### config.mk
export PLATFORM = sky130hd
export DESIGN_NAME = ram_arbiter_flat
export DESIGN_NICKNAME = d
export VERILOG_FILES = /design/src/rtl/ram_arb_pkg.sv /design/src/rtl/ram_arb_if.sv /design/src/rtl/ram_arbiter_rr_arb2.sv /design/src/rtl/ram_arbiter.sv /design/src/flat_wrapper.sv
export SDC_FILE = /design/constraint.sdc
export NUM_CORES = 1
export LEC_CHECK = 0
export ABC_AREA = 1
export ABC_CLOCK_PERIOD_IN_PS = 1200
export CORE_UTILIZATION = 45
export DETAILED_ROUTE_END_ITERATION = 8
export DONT_BUFFER_PORTS = 1
export GPL_TIMING_DRIVEN = 0
export SYNTH_ARGS = -nofsm -noshare
export SYNTH_HDL_FRONTEND = slang
export SYNTH_SLANG_ARGS = --single-unit
### constraint.sdc
create_clock -name clk -period 1.2 [get_ports clk]
set_input_delay 0.24 -clock clk [delete_from_list [all_inputs] [get_ports clk]]
set_output_delay 0.24 -clock clk [all_outputs]
set_load 0.005 [all_outputs]
### src/rtl/ram_arb_pkg.sv
// ram_arb_pkg: shared definitions for the ram_flip scratch-RAM arbiter.
//   - default RAM geometry (16 x 8)
//   - port identifiers used to index request/grant vectors ([0]=A, [1]=B)
//   - sequencer state encoding
package ram_arb_pkg;

  localparam int DEF_ADDR_W = 4;
  localparam int DEF_DATA_W = 8;

  localparam logic PORT_A = 1'b0;
  localparam logic PORT_B = 1'b1;

  typedef enum logic [1:0] {
    ST_IDLE   = 2'd0,
    ST_ACCESS = 2'd1,
    ST_RESP   = 2'd2
  } state_e;

endpackage

### src/rtl/ram_arb_if.sv
// ram_arb_if: bundle of the two requester ports and the ram_flip control bus.
//   a_*/b_* : req/we/adrs/wdata from requesters, gnt/ack/rdata back to them
//   ram_*   : enable/read/adrs/data_in to the RAM, data_out from the RAM
// Modports:
//   slave  - the arbiter (consumes requests, drives the RAM)
//   master - the surrounding logic (requesters and RAM)
interface ram_arb_if
  import ram_arb_pkg::*;
#(
  parameter int ADDR_W = DEF_ADDR_W,
  parameter int DATA_W = DEF_DATA_W
) ();

  logic              a_req;
  logic              a_we;
  logic [ADDR_W-1:0] a_adrs;
  logic [DATA_W-1:0] a_wdata;
  logic              a_gnt;
  logic              a_ack;
  logic [DATA_W-1:0] a_rdata;

  logic              b_req;
  logic              b_we;
  logic [ADDR_W-1:0] b_adrs;
  logic [DATA_W-1:0] b_wdata;
  logic              b_gnt;
  logic              b_ack;
  logic [DATA_W-1:0] b_rdata;

  logic              ram_enable;
  logic              ram_read;
  logic [ADDR_W-1:0] ram_adrs;
  logic [DATA_W-1:0] ram_data_in;
  logic [DATA_W-1:0] ram_data_out;

  modport slave (
    input  a_req, a_we, a_adrs, a_wdata,
    output a_gnt, a_ack, a_rdata,
    input  b_req, b_we, b_adrs, b_wdata,
    output b_gnt, b_ack, b_rdata,
    output ram_enable, ram_read, ram_adrs, ram_data_in,
    input  ram_data_out
  );

  modport master (
    output a_req, a_we, a_adrs, a_wdata,
    input  a_gnt, a_ack, a_rdata,
    output b_req, b_we, b_adrs, b_wdata,
    input  b_gnt, b_ack, b_rdata,
    input  ram_enable, ram_read, ram_adrs, ram_data_in,
    output ram_data_out
  );

endinterface

### src/rtl/ram_arbiter_rr_arb2.sv
// rr_arb2: combinational 2-way round-robin pick.
//   req [1:0] in  : request pair, indexed by PORT_A / PORT_B
//   ptr       in  : port that wins a tie
//   gnt [1:0] out : one-hot winner, all-zero when nothing is requested
module rr_arb2
  import ram_arb_pkg::*;
(
  input  logic [1:0] req,
  input  logic       ptr,
  output logic [1:0] gnt
);

  always_comb begin
    gnt = req;
    if (req == 2'b11) begin
      gnt         = 2'b00;
      gnt[ptr]    = 1'b1;
    end
  end

endmodule

### src/rtl/ram_arbiter.sv
// ram_arbiter: round-robin arbiter/sequencer sharing the 16x8 ram_flip RAM
// between the SPI engine (port A) and the host logic (port B).
// Ports:
//   clk, rst   : system clock, asynchronous active-high reset
//   a_lock     : (RAM_ARB_LOCK_EN builds only) A holds the RAM across
//                back-to-back transactions while high
//   bus        : ram_arb_if.slave - requester handshakes and RAM controls
// Optional feature macro: RAM_ARB_LOCK_EN
//
// state     | meaning
// ----------+------------------------------------------------------------
// ST_IDLE   | waiting for req; winner's operands latched on leaving
// ST_ACCESS | RAM enabled for one cycle with latched operands
// ST_RESP   | ack to owner, read data taken from RAM, pointer advanced
module ram_arbiter
  import ram_arb_pkg::*;
#(
  parameter int ADDR_W = DEF_ADDR_W,
  parameter int DATA_W = DEF_DATA_W
) (
  input  logic    clk,
  input  logic    rst,
`ifdef RAM_ARB_LOCK_EN
  input  logic    a_lock,
`endif
  ram_arb_if.slave bus
);

  state_e            state_q, state_d;
  logic              ptr_q, ptr_d;
  logic              owner_q, owner_d;
  logic              we_q, we_d;
  logic [ADDR_W-1:0] adrs_q, adrs_d;
  logic [DATA_W-1:0] wdata_q, wdata_d;
  logic [DATA_W-1:0] a_rdata_q, a_rdata_d;
  logic [DATA_W-1:0] b_rdata_q, b_rdata_d;
`ifdef RAM_ARB_LOCK_EN
  logic              lock_q, lock_d;
`endif

  logic [1:0]        req_vec;
  logic [1:0]        win;
  logic              b_req_eff;
  logic [DATA_W-1:0] resp_data;

  // A locked burst in progress hides B from the picker entirely.
  always_comb begin
    b_req_eff = bus.b_req;
`ifdef RAM_ARB_LOCK_EN
    if (a_lock && bus.a_req) begin
      b_req_eff = 1'b0;
    end
`endif
  end

  assign req_vec = {b_req_eff, bus.a_req};

  rr_arb2 u_rr_arb2 (
    .req (req_vec),
    .ptr (ptr_q),
    .gnt (win)
  );

  // Writes return zero so a stale RAM output never leaks to the requester.
  assign resp_data = we_q ? '0 : bus.ram_data_out;

  always_comb begin
    state_d     = state_q;
    ptr_d       = ptr_q;
    owner_d     = owner_q;
    we_d        = we_q;
    adrs_d      = adrs_q;
    wdata_d     = wdata_q;
    a_rdata_d   = a_rdata_q;
    b_rdata_d   = b_rdata_q;
`ifdef RAM_ARB_LOCK_EN
    lock_d      = lock_q;
`endif
    bus.ram_enable = 1'b0;
    bus.ram_read   = 1'b0;
    bus.a_gnt      = 1'b0;
    bus.b_gnt      = 1'b0;
    bus.a_ack      = 1'b0;
    bus.b_ack      = 1'b0;

    case (state_q)
      ST_IDLE: begin
        if (win[PORT_A] || win[PORT_B]) begin
          state_d = ST_ACCESS;
          if (win[PORT_B]) begin
            owner_d = PORT_B;
            we_d    = bus.b_we;
            adrs_d  = bus.b_adrs;
            wdata_d = bus.b_wdata;
          end else begin
            owner_d = PORT_A;
            we_d    = bus.a_we;
            adrs_d  = bus.a_adrs;
            wdata_d = bus.a_wdata;
          end
`ifdef RAM_ARB_LOCK_EN
          lock_d = win[PORT_A] & a_lock;
`endif
        end
      end

      ST_ACCESS: begin
        bus.ram_enable = 1'b1;
        bus.ram_read   = ~we_q;
        bus.a_gnt      = (owner_q == PORT_A);
        bus.b_gnt      = (owner_q == PORT_B);
        state_d        = ST_RESP;
      end

      ST_RESP: begin
        bus.a_gnt = (owner_q == PORT_A);
        bus.b_gnt = (owner_q == PORT_B);
        bus.a_ack = (owner_q == PORT_A);
        bus.b_ack = (owner_q == PORT_B);
        if (owner_q == PORT_A) begin
          a_rdata_d = resp_data;
        end else begin
          b_rdata_d = resp_data;
        end
        ptr_d = ~owner_q;
`ifdef RAM_ARB_LOCK_EN
        if (lock_q) begin
          ptr_d = PORT_A;
        end
`endif
        state_d = ST_IDLE;
      end

      default: begin
        state_d = ST_IDLE;
      end
    endcase
  end

  // rdata is visible combinationally during the ack cycle and held after.
  assign bus.a_rdata     = a_rdata_d;
  assign bus.b_rdata     = b_rdata_d;
  assign bus.ram_adrs    = adrs_q;
  assign bus.ram_data_in = wdata_q;

  always_ff @(posedge clk or posedge rst) begin
    if (rst) begin
      state_q   <= ST_IDLE;
      ptr_q     <= PORT_A;
      owner_q   <= PORT_A;
      we_q      <= 1'b0;
      adrs_q    <= '0;
      wdata_q   <= '0;
      a_rdata_q <= '0;
      b_rdata_q <= '0;
`ifdef RAM_ARB_LOCK_EN
      lock_q    <= 1'b0;
`endif
    end else begin
      state_q   <= state_d;
      ptr_q     <= ptr_d;
      owner_q   <= owner_d;
      we_q      <= we_d;
      adrs_q    <= adrs_d;
      wdata_q   <= wdata_d;
      a_rdata_q <= a_rdata_d;
      b_rdata_q <= b_rdata_d;
`ifdef RAM_ARB_LOCK_EN
      lock_q    <= lock_d;
`endif
    end
  end

endmodule

### src/flat_wrapper.sv
// flat-port wrapper written by rule: the top's interface ports become plain ports
module ram_arbiter_flat import ram_arb_pkg::*;
#(
  parameter int ADDR_W = DEF_ADDR_W,
  parameter int DATA_W = DEF_DATA_W
)
  (clk, rst, bus_a_req, bus_a_we, bus_a_adrs, bus_a_wdata, bus_a_gnt, bus_a_ack, bus_a_rdata, bus_b_req, bus_b_we, bus_b_adrs, bus_b_wdata, bus_b_gnt, bus_b_ack, bus_b_rdata, bus_ram_enable, bus_ram_read, bus_ram_adrs, bus_ram_data_in, bus_ram_data_out);
  ram_arb_if #(.ADDR_W(ADDR_W), .DATA_W(DATA_W)) bus_i ();
  input  logic clk;
  input  logic rst;
  input wire logic [$bits(bus_i.a_req)-1:0] bus_a_req;
  input wire logic [$bits(bus_i.a_we)-1:0] bus_a_we;
  input wire logic [$bits(bus_i.a_adrs)-1:0] bus_a_adrs;
  input wire logic [$bits(bus_i.a_wdata)-1:0] bus_a_wdata;
  output wire logic [$bits(bus_i.a_gnt)-1:0] bus_a_gnt;
  output wire logic [$bits(bus_i.a_ack)-1:0] bus_a_ack;
  output wire logic [$bits(bus_i.a_rdata)-1:0] bus_a_rdata;
  input wire logic [$bits(bus_i.b_req)-1:0] bus_b_req;
  input wire logic [$bits(bus_i.b_we)-1:0] bus_b_we;
  input wire logic [$bits(bus_i.b_adrs)-1:0] bus_b_adrs;
  input wire logic [$bits(bus_i.b_wdata)-1:0] bus_b_wdata;
  output wire logic [$bits(bus_i.b_gnt)-1:0] bus_b_gnt;
  output wire logic [$bits(bus_i.b_ack)-1:0] bus_b_ack;
  output wire logic [$bits(bus_i.b_rdata)-1:0] bus_b_rdata;
  output wire logic [$bits(bus_i.ram_enable)-1:0] bus_ram_enable;
  output wire logic [$bits(bus_i.ram_read)-1:0] bus_ram_read;
  output wire logic [$bits(bus_i.ram_adrs)-1:0] bus_ram_adrs;
  output wire logic [$bits(bus_i.ram_data_in)-1:0] bus_ram_data_in;
  input wire logic [$bits(bus_i.ram_data_out)-1:0] bus_ram_data_out;
  assign bus_i.a_req = bus_a_req;
  assign bus_i.a_we = bus_a_we;
  assign bus_i.a_adrs = bus_a_adrs;
  assign bus_i.a_wdata = bus_a_wdata;
  assign bus_a_gnt = bus_i.a_gnt;
  assign bus_a_ack = bus_i.a_ack;
  assign bus_a_rdata = bus_i.a_rdata;
  assign bus_i.b_req = bus_b_req;
  assign bus_i.b_we = bus_b_we;
  assign bus_i.b_adrs = bus_b_adrs;
  assign bus_i.b_wdata = bus_b_wdata;
  assign bus_b_gnt = bus_i.b_gnt;
  assign bus_b_ack = bus_i.b_ack;
  assign bus_b_rdata = bus_i.b_rdata;
  assign bus_ram_enable = bus_i.ram_enable;
  assign bus_ram_read = bus_i.ram_read;
  assign bus_ram_adrs = bus_i.ram_adrs;
  assign bus_ram_data_in = bus_i.ram_data_in;
  assign bus_i.ram_data_out = bus_ram_data_out;
  ram_arbiter #(.ADDR_W(ADDR_W), .DATA_W(DATA_W)) u_core (.clk(clk), .rst(rst), .bus(bus_i));
endmodule
==> impl_metrics.json <==
{
  "status": "finished with violations",
  "violations_in_the_final_reports": "negative setup slack",
  "floorplan.die_area_sq_um": 3960,
  "die_width_microns": 62.9,
  "fin_setup_tns_ps": -9230,
  "place_hpwl_microns": 2710,
  "min_path_type": "in2reg",
  "boundaryPins": 72,
  "post_synth_most_frequent_cells": "sky130_fd_sc_hd__nand2_1, sky130_fd_sc_hd__inv_1, sky130_fd_sc_hd__dfrtp_1",
  "total_of_buffers_placed_on_input_and_output_ports": 0,
  "post_synth.cell_area_avg_sq_um": 7.42,
  "synth_top_cell_area_share": 0.495,
  "yosys-top-cells-area": "sky130_fd_sc_hd__dfrtp_1, sky130_fd_sc_hd__nand2_1, sky130_fd_sc_hd__inv_1",
  "floorplan.die.height_microns": 62.9,
  "drt-vias-per-instance": 4.91,
  "synth.lib_cells_used.distinct": 19,
  "initial_utilization": 0.485,
  "clk_path_buf_depth": 2,
  "synth.most_common_cell": "sky130_fd_sc_hd__nand2_1",
  "via_count": 1398,
  "tightestPinTransition_ps": 537,
  "synthesized_netlist_net_count": 266,
  "power_switching_mw": 2.00,
  "clk_root_buffer_cell": "sky130_fd_sc_hd__clkbuf_8",
  "finalWorstSetupSlack_ps": -433,
  "startpoint_type": "flip-flop",
  "achievable-frequency_mhz": 612,
  "fin_hold_ws_ps": 152,
  "placedCellCount": 271,
  "worst-path-max-fanout": 11,
  "pwr-share-comb": 0.397,
  "drtIter0Drc": 58,
  "placeableCoreArea_sq_um": 3440,
  "post_route_cells_drive_above_1_share": 0.184,
  "grt_max_degree": 34,
  "clkSlewWorstSetupHoldPaths_ps": 70,
  "drt_pass1_iterations": 6,
  "synth-main-ff-cell": "sky130_fd_sc_hd__dfrtp_1",
  "final_net_count": 279,
  "global_route_congestion_overflow_total": 0,
  "postRouteAntennaNets": 0,
  "internal-power_mw": 3.03,
  "final.min_clock_period_ps": 1630,
  "crit_arrival_ps": 1390,
  "clock_tree_from_tritoncts": "yes",
  "vdd_drop_max_v": 0.00110,
  "place_congestion": 0.797,
  "seq_area_frac_synth": 0.495,
  "relSlewSlack": 0.640,
  "syn_area_sq_um": 1670,
  "power.switching_fraction": 0.398,
  "tritoncts_buffer_count": 5,
  "finalHoldViolCount": 0,
  "drt-wirelength-per-cell_microns": 13.8,
  "grt_setup_unrepaired": "true",
  "clock_latency_ps": 290,
  "initial_antenna_violation_count": 0,
  "htree_num_levels": 2,
  "timing_max_transition_violations_final": 0,
  "ys_ff_latch": 33,
  "cp-end-kind": "output pin",
  "ant_diodes": 0,
  "grt_first_pass_wirelength_microns": 6710,
  "number_of_flops_mapped_to_enable_cells_by_yosys": 0,
  "grt_use_total": 0.223,
  "wl_microns": 3930,
  "seqPwrFrac": 0.389,
  "post-route-period-util": 1.36,
  "worstSetupPathType": "reg2out",
  "synth.yosys.warnings": 0,
  "cap_viol_max_count": 0,
  "synth_largest_area_cell": "sky130_fd_sc_hd__dfrtp_1",
  "power.share.clock": 0.214,
  "clock-sinks": 33,
  "static-leakage-power_nw": 1.15,
  "setup_viol": 36,
  "netlist_instances": 225,
  "final-instance-count-excl-fill": 285,
  "drt_drc_violations_left": 0,
  "pwr_density_cell_nw_per_um2": 2500,
  "fin_worst_skew_ps": 7.13,
  "postLayoutCoreUtil": 0.583,
  "grt_pass1_vias": 1410,
  "async_flop_share": 1.00,
  "area_growth_syn_to_layout_pct": 20.3,
  "std_cell_rows": 21,
  "critical_path_required_time_ps": 960
}
==> cell families (layout without fill, tap and decap cells) <==
| group | count (synthesis) | after routing | share of synthesized area |
|---|---|---|---|
| and+or+nand+nor | 125 | 126 | 0.319 |
| buffers and inverters | 52 | 65 | 0.127 |
| DFF | 33 | 33 | 0.495 |
| AOI/OAI and AO/OA | 12 | 12 | 0.0360 |
| adders and majority gates | 3 | 3 | 0.0225 |
==> stage by stage <==
step / instance area, sq um / power, mW / setup slack, ps
after detailed placement: 1750 / 3.66 / -180
after global placement: 1750 / 3.58 / -163
after global routing: 2010 / 5.46 / -499
after floorplan: 1700 / 3.23 / -16.9
final: 2010 / 5.03 / -433
after CTS: 1950 / 5.01 / -421
==> power groups by stage <==
| stage | logic, mW | registers [mW] | clock network [mW] |
|---|---|---|---|
| 2_1_floorplan | 1.40 | 1.83 | 0 |
| 3_3_place_gp | 1.69 | 1.89 | 0 |
| 3_5_place_dp | 1.76 | 1.89 | 0 |
| 4_1_cts | 1.96 | 1.95 | 1.10 |
| 5_1_grt | 2.28 | 2.02 | 1.16 |
| 6_report | 1.99 | 1.96 | 1.08 |
==> registers in the layout, indices dropped and copies added (netlist names) <==
signal                  count
u_core.owner_q              1
u_core.a_rdata_q            8
u_core.bus.ram_data_in      8
u_core.we_q                 1
u_core.state_q              2
u_core.ptr_q                1
u_core.bus.ram_adrs         4
u_core.b_rdata_q            8
==> cell type report <==
cell class	instances	area, sq um
plain buffers	6	45.0
fillers	324	1430
repair buffers	6	71.3
inverters	45	189
clock buffers	7	86.3
well taps	46	57.6
multi-input cells	141	702
clock inverters	1	30.0
flip-flops and latches	33	827
==> worst paths after layout <==
check / from / slack (ps) / cells past startpoint / end
max: u_core.state_q[0]$_DFFE_PP0P_ / -430 / 6 / bus_a_rdata[5]
min: bus_a_req / 150 / 2 / u_core.state_q[0]$_DFFE_PP0P_
max reg2reg: u_core.state_q[1]$_DFFE_PP0P_ / -160 / 9 / u_core.bus.ram_adrs[3]$_DFFE_PP0P_
min reg2reg: u_core.b_rdata_q[1]$_DFF_PP0_ / 500 / 2 / u_core.b_rdata_q[1]$_DFF_PP0_
max in group asynchronous: rst / 370 / 3 / u_core.owner_q$_DFFE_PP0P_
min in group asynchronous: rst / 380 / 2 / u_core.bus.ram_data_in[3]$_DFFE_PP0P_
==> what timing repair did <==
action | CTS | global route
gates cloned | 2 | 0
hold buffers | 0 | 1
pin swaps | 4 | 1
setup endpoints to repair | 48 | 51
setup buffers | 3 | 0
resized for setup | 18 | 5
endpoints found under the hold margin | 0 | 12
==> worst max-delay path: stages (launching register included) <==
cell,delay (ps)
sky130_fd_sc_hd__dfrtp_1,410
sky130_fd_sc_hd__inv_2,80
sky130_fd_sc_hd__ha_4,160
sky130_fd_sc_hd__inv_6,60
sky130_fd_sc_hd__nor2_4,190
sky130_fd_sc_hd__nand2_1,100
sky130_fd_sc_hd__nand2_2,100
==> metal layers <==
| layer | share of wire | routed length (microns) | global-route usage | vias to the layer above |
|---|---|---|---|---|
| met4 | 0.016 | 64 | 0.0959 | 0 |
| met5 | 0 | 0 | 0 | - |
| met1 | 0.44 | 1740 | 0.264 | 647 |
| li1 | - | - | - | 697 |
| met2 | 0.49 | 1910 | 0.376 | 46 |
| met3 | 0.054 | 213 | 0.0620 | 8 |
==> cells in the final DEF (no fill, tap or decap) <==
master | netlist | final
sky130_fd_sc_hd__a21oi_1 | 2 | 2
sky130_fd_sc_hd__buf_16 | 0 | 1
sky130_fd_sc_hd__buf_2 | 2 | 2
sky130_fd_sc_hd__buf_4 | 2 | 4
sky130_fd_sc_hd__buf_6 | 1 | 3
sky130_fd_sc_hd__bufinv_16 | 0 | 1
sky130_fd_sc_hd__clkbuf_1 | 2 | 1
sky130_fd_sc_hd__clkbuf_2 | 0 | 1
sky130_fd_sc_hd__clkbuf_8 | 0 | 6
sky130_fd_sc_hd__clkinv_1 | 1 | 1
sky130_fd_sc_hd__dfrtp_1 | 33 | 32
sky130_fd_sc_hd__dfrtp_2 | 0 | 1
sky130_fd_sc_hd__dlygate4sd3_1 | 0 | 1
sky130_fd_sc_hd__ha_1 | 3 | 1
sky130_fd_sc_hd__ha_4 | 0 | 2
sky130_fd_sc_hd__inv_1 | 42 | 38
sky130_fd_sc_hd__inv_2 | 2 | 1
sky130_fd_sc_hd__inv_4 | 0 | 3
sky130_fd_sc_hd__inv_6 | 0 | 1
sky130_fd_sc_hd__inv_8 | 0 | 1
sky130_fd_sc_hd__nand2_1 | 84 | 75
sky130_fd_sc_hd__nand2_2 | 2 | 10
sky130_fd_sc_hd__nand2_4 | 0 | 1
sky130_fd_sc_hd__nand3_1 | 26 | 25
sky130_fd_sc_hd__nand3_2 | 0 | 1
sky130_fd_sc_hd__nor2_1 | 10 | 9
sky130_fd_sc_hd__nor2_2 | 1 | 2
sky130_fd_sc_hd__nor2_4 | 1 | 2
sky130_fd_sc_hd__nor2_8 | 1 | 1
sky130_fd_sc_hd__o21ai_0 | 9 | 9
sky130_fd_sc_hd__o21ai_1 | 1 | 1
(Power assumes the default switching activity.)
==> variant 1, RTL diff (same flow settings) <==
Set the package constant `DEF_DATA_W` to 12 (it was 8).
--- a/src/rtl/ram_arb_pkg.sv
+++ b/src/rtl/ram_arb_pkg.sv
@@ -7,3 +7,3 @@
   localparam int DEF_ADDR_W = 4;
-  localparam int DEF_DATA_W = 8;
+  localparam int DEF_DATA_W = 12;
 
Ports: changed (6 resized); port bits go from 72 to 96. The function was not compared with the original's and may differ.
==> variant 1 against the original RTL <==
  * The run still ends with negative setup slack left
  * Count of clock-buffer cells in the layout increased by 1
  * Synthesized area increased by 37%
  * Final area increased by 43%
  * First-iteration DRC count decreased by 3.4%
  * Sequential share of layout area decreased by 2.1 points
  * Power increased by 40%
  * Register-to-register slack got worse by 0.11 ns
  * Setup slack got worse by 0.016 ns
  * Wire length increased by 35%
  * Sequential cell count increased by 12
  * Critical path type unchanged
  * Critical endpoint unchanged
==> variant 1: results (changes against the original RTL) <==
STA
  • Setup WS post-layout: -0.449 ns (-0.0159 ns)
  • Number of setup violations in the final report: 48 (+33%)

Detailed routing
  • Number of violations reported at the end of detailed-routing iteration 0: 56 (-3.4%)
  • Total iterations of the first detailed-routing run: 4 (-2)
  • Vias after detailed routing: 1877 (+34%)
  • Met3 wire length: 361 µm (+69%)
  • Routed met1 length: 2320 µm (+34%)

GRT
  • Global routing usage on met3: 7.68% (+1.5 points)
  • First-pass GRT wire length: 8540 µm (+27%)
  • Number of global-route vias before repair: 1805 (+28%)
  • Largest net degree at the start of global routing: 46 (+35%)
  • GR Util All Layers: 21.1% (-1.3 points)

Logic synthesis
  • Cell types with the largest area share after synthesis: sky130_fd_sc_hd__dfrtp_1, sky130_fd_sc_hd__nand2_1, sky130_fd_sc_hd__inv_1
  • Sequential cell area fraction in the yosys report: 49.1% (-0.40 points)
  • Synth Area in Compound Gates: 3.49% (-0.11 points)
  • Commonest cells post-synth: sky130_fd_sc_hd__nand2_1, sky130_fd_sc_hd__inv_1, sky130_fd_sc_hd__dfrtp_1
  • Net Count, Synth: 355 (+33%)
  • Area share of the largest cell type after synthesis: 49.1% (-0.40 points)

Placement
  • Post-detailed-placement half-perimeter wirelength: 3520 µm (+30%)

Pwr
  • Worst vdd rail ir drop: 0.00109 V (-1.4%)
  • Sw frac: 41.4% (+1.6 points)
  • Clock-net power: 904 µW (-16%)
  • Power Sequential: 2.66 mW (+36%)
  • Power drawn by the combinational cells: 3.47 mW (+74%)
  • Leak: 1.59 nW (+39%)

Finish
  • Net count, final: 377 (+35%)

Outcome
  • Violations in the final reports: negative setup slack
  • Outcome: complete, but fails checks

Worst hold path
  • Path type of the worst min-delay path: in -> async

Setup path
  • Critical path fanouts, max: 6 (-5)
  • CP Data Arrival Time: 1.41 ns (+0.02 ns)
==> variant 1: changes by cell type after synthesis, sizes merged <==
cell    before  now
buf          5   10
clkinv       1    0
dfrtp       33   45
inv         44   57
nand2       86  118
nand3       26   34
nor2        13   17
o21ai       10   14
==> variant 1: area by class of cell <==
class	instances	area, µm²
flip-flops and latches	45	1130
inverters	57	233
plain buffers	12	128
multi-input cells	188	1050
fillers	481	1940
well taps	67	83.8
repair buffers	15	179
clock buffers	8	80.1
==> variant 1: metrics by stage <==
step | instances | utilization (%) | setup WS [ns] | cell area, µm²
after CTS | 391 | 58.3 | -0.457 | 2810
after floorplan | 302 | - | -0.0876 | 2320
after detailed placement | 369 | 49.8 | -0.271 | 2400
after global routing | 392 | 59.8 | -0.531 | 2880
final | 392 | 59.8 | -0.449 | 2880
after global placement | 369 | 49.8 | -0.235 | 2400
==> variant 1: what timing repair did <==
action	in CTS	in global routing
endpoints found under the setup margin	68	70
cloned	3	1
resized for setup	71	14
pin swaps	12	2
setup buffers	11	0
==> variant 1: worst register-to-register path: cells and delay by family, from the launching register on <==
kind | cells | cell delay (ns)
buffers and inverters | 5 | 0.59
DFF | 1 | 0.42
and+or+nand+nor | 3 | 0.23
adders and majority gates | 1 | 0.13
==> variant 1: final timing paths <==
| kind | endpoint | slack [ns] | cells after the start |
|---|---|---|---|
| worst max-delay path | bus_a_rdata[5] | -0.45 | 7 |
| worst min-delay path | u_core.bus.ram_adrs[2] | 0.01 | 1 |
| worst max register to register | u_core.bus.ram_data_in[3] | -0.27 | 9 |
| worst min register to register | u_core.b_rdata_q[6] | 0.50 | 2 |
| max in group asynchronous | u_core.owner_q | 0.61 | 1 |
| min in group clk | u_core.bus.ram_adrs[2] | 0.15 | 4 |
==> variant 2, RTL diff (config.mk and constraints unchanged) <==
Made on the original files. `adrs_q`, `wdata_q`, `a_rdata_q` and `b_rdata_q` no longer have a reset.
--- a/src/rtl/ram_arbiter.sv
+++ b/src/rtl/ram_arbiter.sv
@@ -151,6 +151,2 @@
       we_q      <= 1'b0;
-      adrs_q    <= '0;
-      wdata_q   <= '0;
-      a_rdata_q <= '0;
-      b_rdata_q <= '0;
 `ifdef RAM_ARB_LOCK_EN
@@ -163,6 +159,2 @@
       we_q      <= we_d;
-      adrs_q    <= adrs_d;
-      wdata_q   <= wdata_d;
-      a_rdata_q <= a_rdata_d;
-      b_rdata_q <= b_rdata_d;
 `ifdef RAM_ARB_LOCK_EN
@@ -173,2 +165,9 @@
 
+  always_ff @(posedge clk) begin
+    adrs_q    <= adrs_d;
+    wdata_q   <= wdata_d;
+    a_rdata_q <= a_rdata_d;
+    b_rdata_q <= b_rdata_d;
+  end
+
 endmodule
Formal check against the unedited RTL: not equivalent (a bounded check fails within 4 cycles, from zero or initial values and one cycle with rst high).
==> variant 2 against the original RTL <==
  * The flow still finishes with violations (negative setup slack)
  * Wire length shrank 14%
  * First-iteration DRC count grew 6.9%
  * Final area shrank 7.8%
  * Synthesized area shrank 13%
  * Setup slack lost 0.029 ns
  * Global-route usage shrank 2.1 points
  * Power shrank 8.0%
  * Register-to-register slack lost 0.04 ns
  * Sequential cell count is the same
  * Cell count shrank 15%
  * Maximum frequency shrank 1.8%
  * Via count shrank 14%
  * Highest routed layer unchanged
==> variant 2: results (changes against the original RTL) <==
STA
  • Setup WS post-layout: -0.463 ns (-0.0295 ns)
  • Relative slew slack: 81.8% (+18 points)
  • Number of setup violations in the final report: 37 (+2.8%)

Outcome
  • Violations in the final reports: negative setup slack
  • Outcome: complete, but fails checks

Finish
  • Fraction of area in non-clock buffers: 8.04% (+2.2 points)
  • End-of-flow core utilization: 60.7% (+2.3 points)
  • Count of clock-net buffers in the final layout: 8 (+1)
  • Signal buffers: 16 (+4)
  • Number of filler cells placed in the layout: 290 (-10%)
  • Share of post-route cells with drive strength above 1: 31.0% (+13 points)
  • Inverters: 22 (-51%)
  • Portion of the layout cell area used by clock cells: 4.32% (-1.5 points)
  • Total number of multi-input combinational cells: 118 (-16%)

Logic synthesis
  • Cell types with the largest area share after synthesis: sky130_fd_sc_hd__edfxtp_1, sky130_fd_sc_hd__dfxtp_1, sky130_fd_sc_hd__nand2_1
  • Sequential cell area fraction in the yosys report: 55.7% (+6.2 points)
  • Synth Instances: 175 (-22%)
  • Number of enable flip-flop cells after synthesis: 12 (+12)
  • Async SR Flop Fraction: 15.2% (-85 points)
  • Count of unique library cells instantiated by Yosys: 20 (+1)

Setup path
  • CP Data Arrival Time: 1.42 ns (+0.03 ns)
  • Endpoint of the worst-slack reg-to-reg timing path: u_core.bus.ram_adrs[3]
  • Reg2reg setup slack: -0.20 ns (-0.04 ns)
  • Last element of the critical path: bus_a_rdata[6]
  • Worst Reg-to-Reg Cells: 6 (-3)

Pwr
  • Worst vdd rail ir drop: 0.00126 V (+15%)

Detailed routing
  • Total detailed-routing wirelength: 3370 µm (-14%)
  • Routed length on met2: 1800 µm (-5.9%)
  • Number of violations reported at the end of detailed-routing iteration 0: 62 (+6.9%)
  • Vias after detailed routing: 1206 (-14%)
  • Met3 wire length: 216 µm (+1.4%)
  • Routed met1 length: 1300 µm (-25%)

Placement
  • Post-detailed-placement half-perimeter wirelength: 2230 µm (-17%)
  • Placed Instance Area: 1530 µm² (-13%)

CTS
  • Number of gates resized after cts: 13 (-5)
  • Clock Tree Root: sky130_fd_sc_hd__clkbuf_4
  • Number of setup buffers added after CTS: 4 (+1)
  • Post-cts hold buffer count: 1 (+1)
  • Clk pin slew, worst setup/hold paths: 0.09 ns (+0.02 ns)

GRT
  • Largest net degree at the start of global routing: 15 (-56%)
  • First-pass GRT wire length: 5090 µm (-24%)
  • GR met2 Demand/Resource: 36.9% (-0.78 points)
  • Routing usage on met1: 20.9% (-5.5 points)
  • Global routing usage on met3: 5.71% (-0.49 points)

Worst hold path
  • Min-Delay Startpoint: bus_a_wdata[3]
  • Worst hold path endpoint: u_core.bus.ram_data_in[3]

Floorplan
  • Placeable core region: 3050 µm² (-11%)
==> variant 2: through the flow <==
| stage | setup TNS, ns | worst slack, ns | hold slack (ns) |
|---|---|---|---|
| 2_1_floorplan | -0.895 | -0.0475 | 0.0185 |
| 3_3_place_gp | -3.85 | -0.172 | 0.0418 |
| 3_5_place_dp | -4.48 | -0.183 | 0.0500 |
| 4_1_cts | -10.61 | -0.444 | 0.0730 |
| 5_1_grt | -13.08 | -0.530 | 0.0658 |
| 6_report | -11.64 | -0.463 | 0.0884 |
==> variant 2: cells by family (layout without fill, tap and decap cells) <==
logic type	after synthesis	count (layout)	share of synthesized area (%)
fa+ha+maj	3	3	2.59
compound gates	12	12	4.15
simple gates	101	103	29.5
buf+inv	26	46	8.12
flops	33	33	55.7
==> variant 2: where the power goes <==
part           internal (mW)  switching, mW
Clock                  0.414          0.366
Sequential              1.66          0.202
Combinational          0.776           1.21
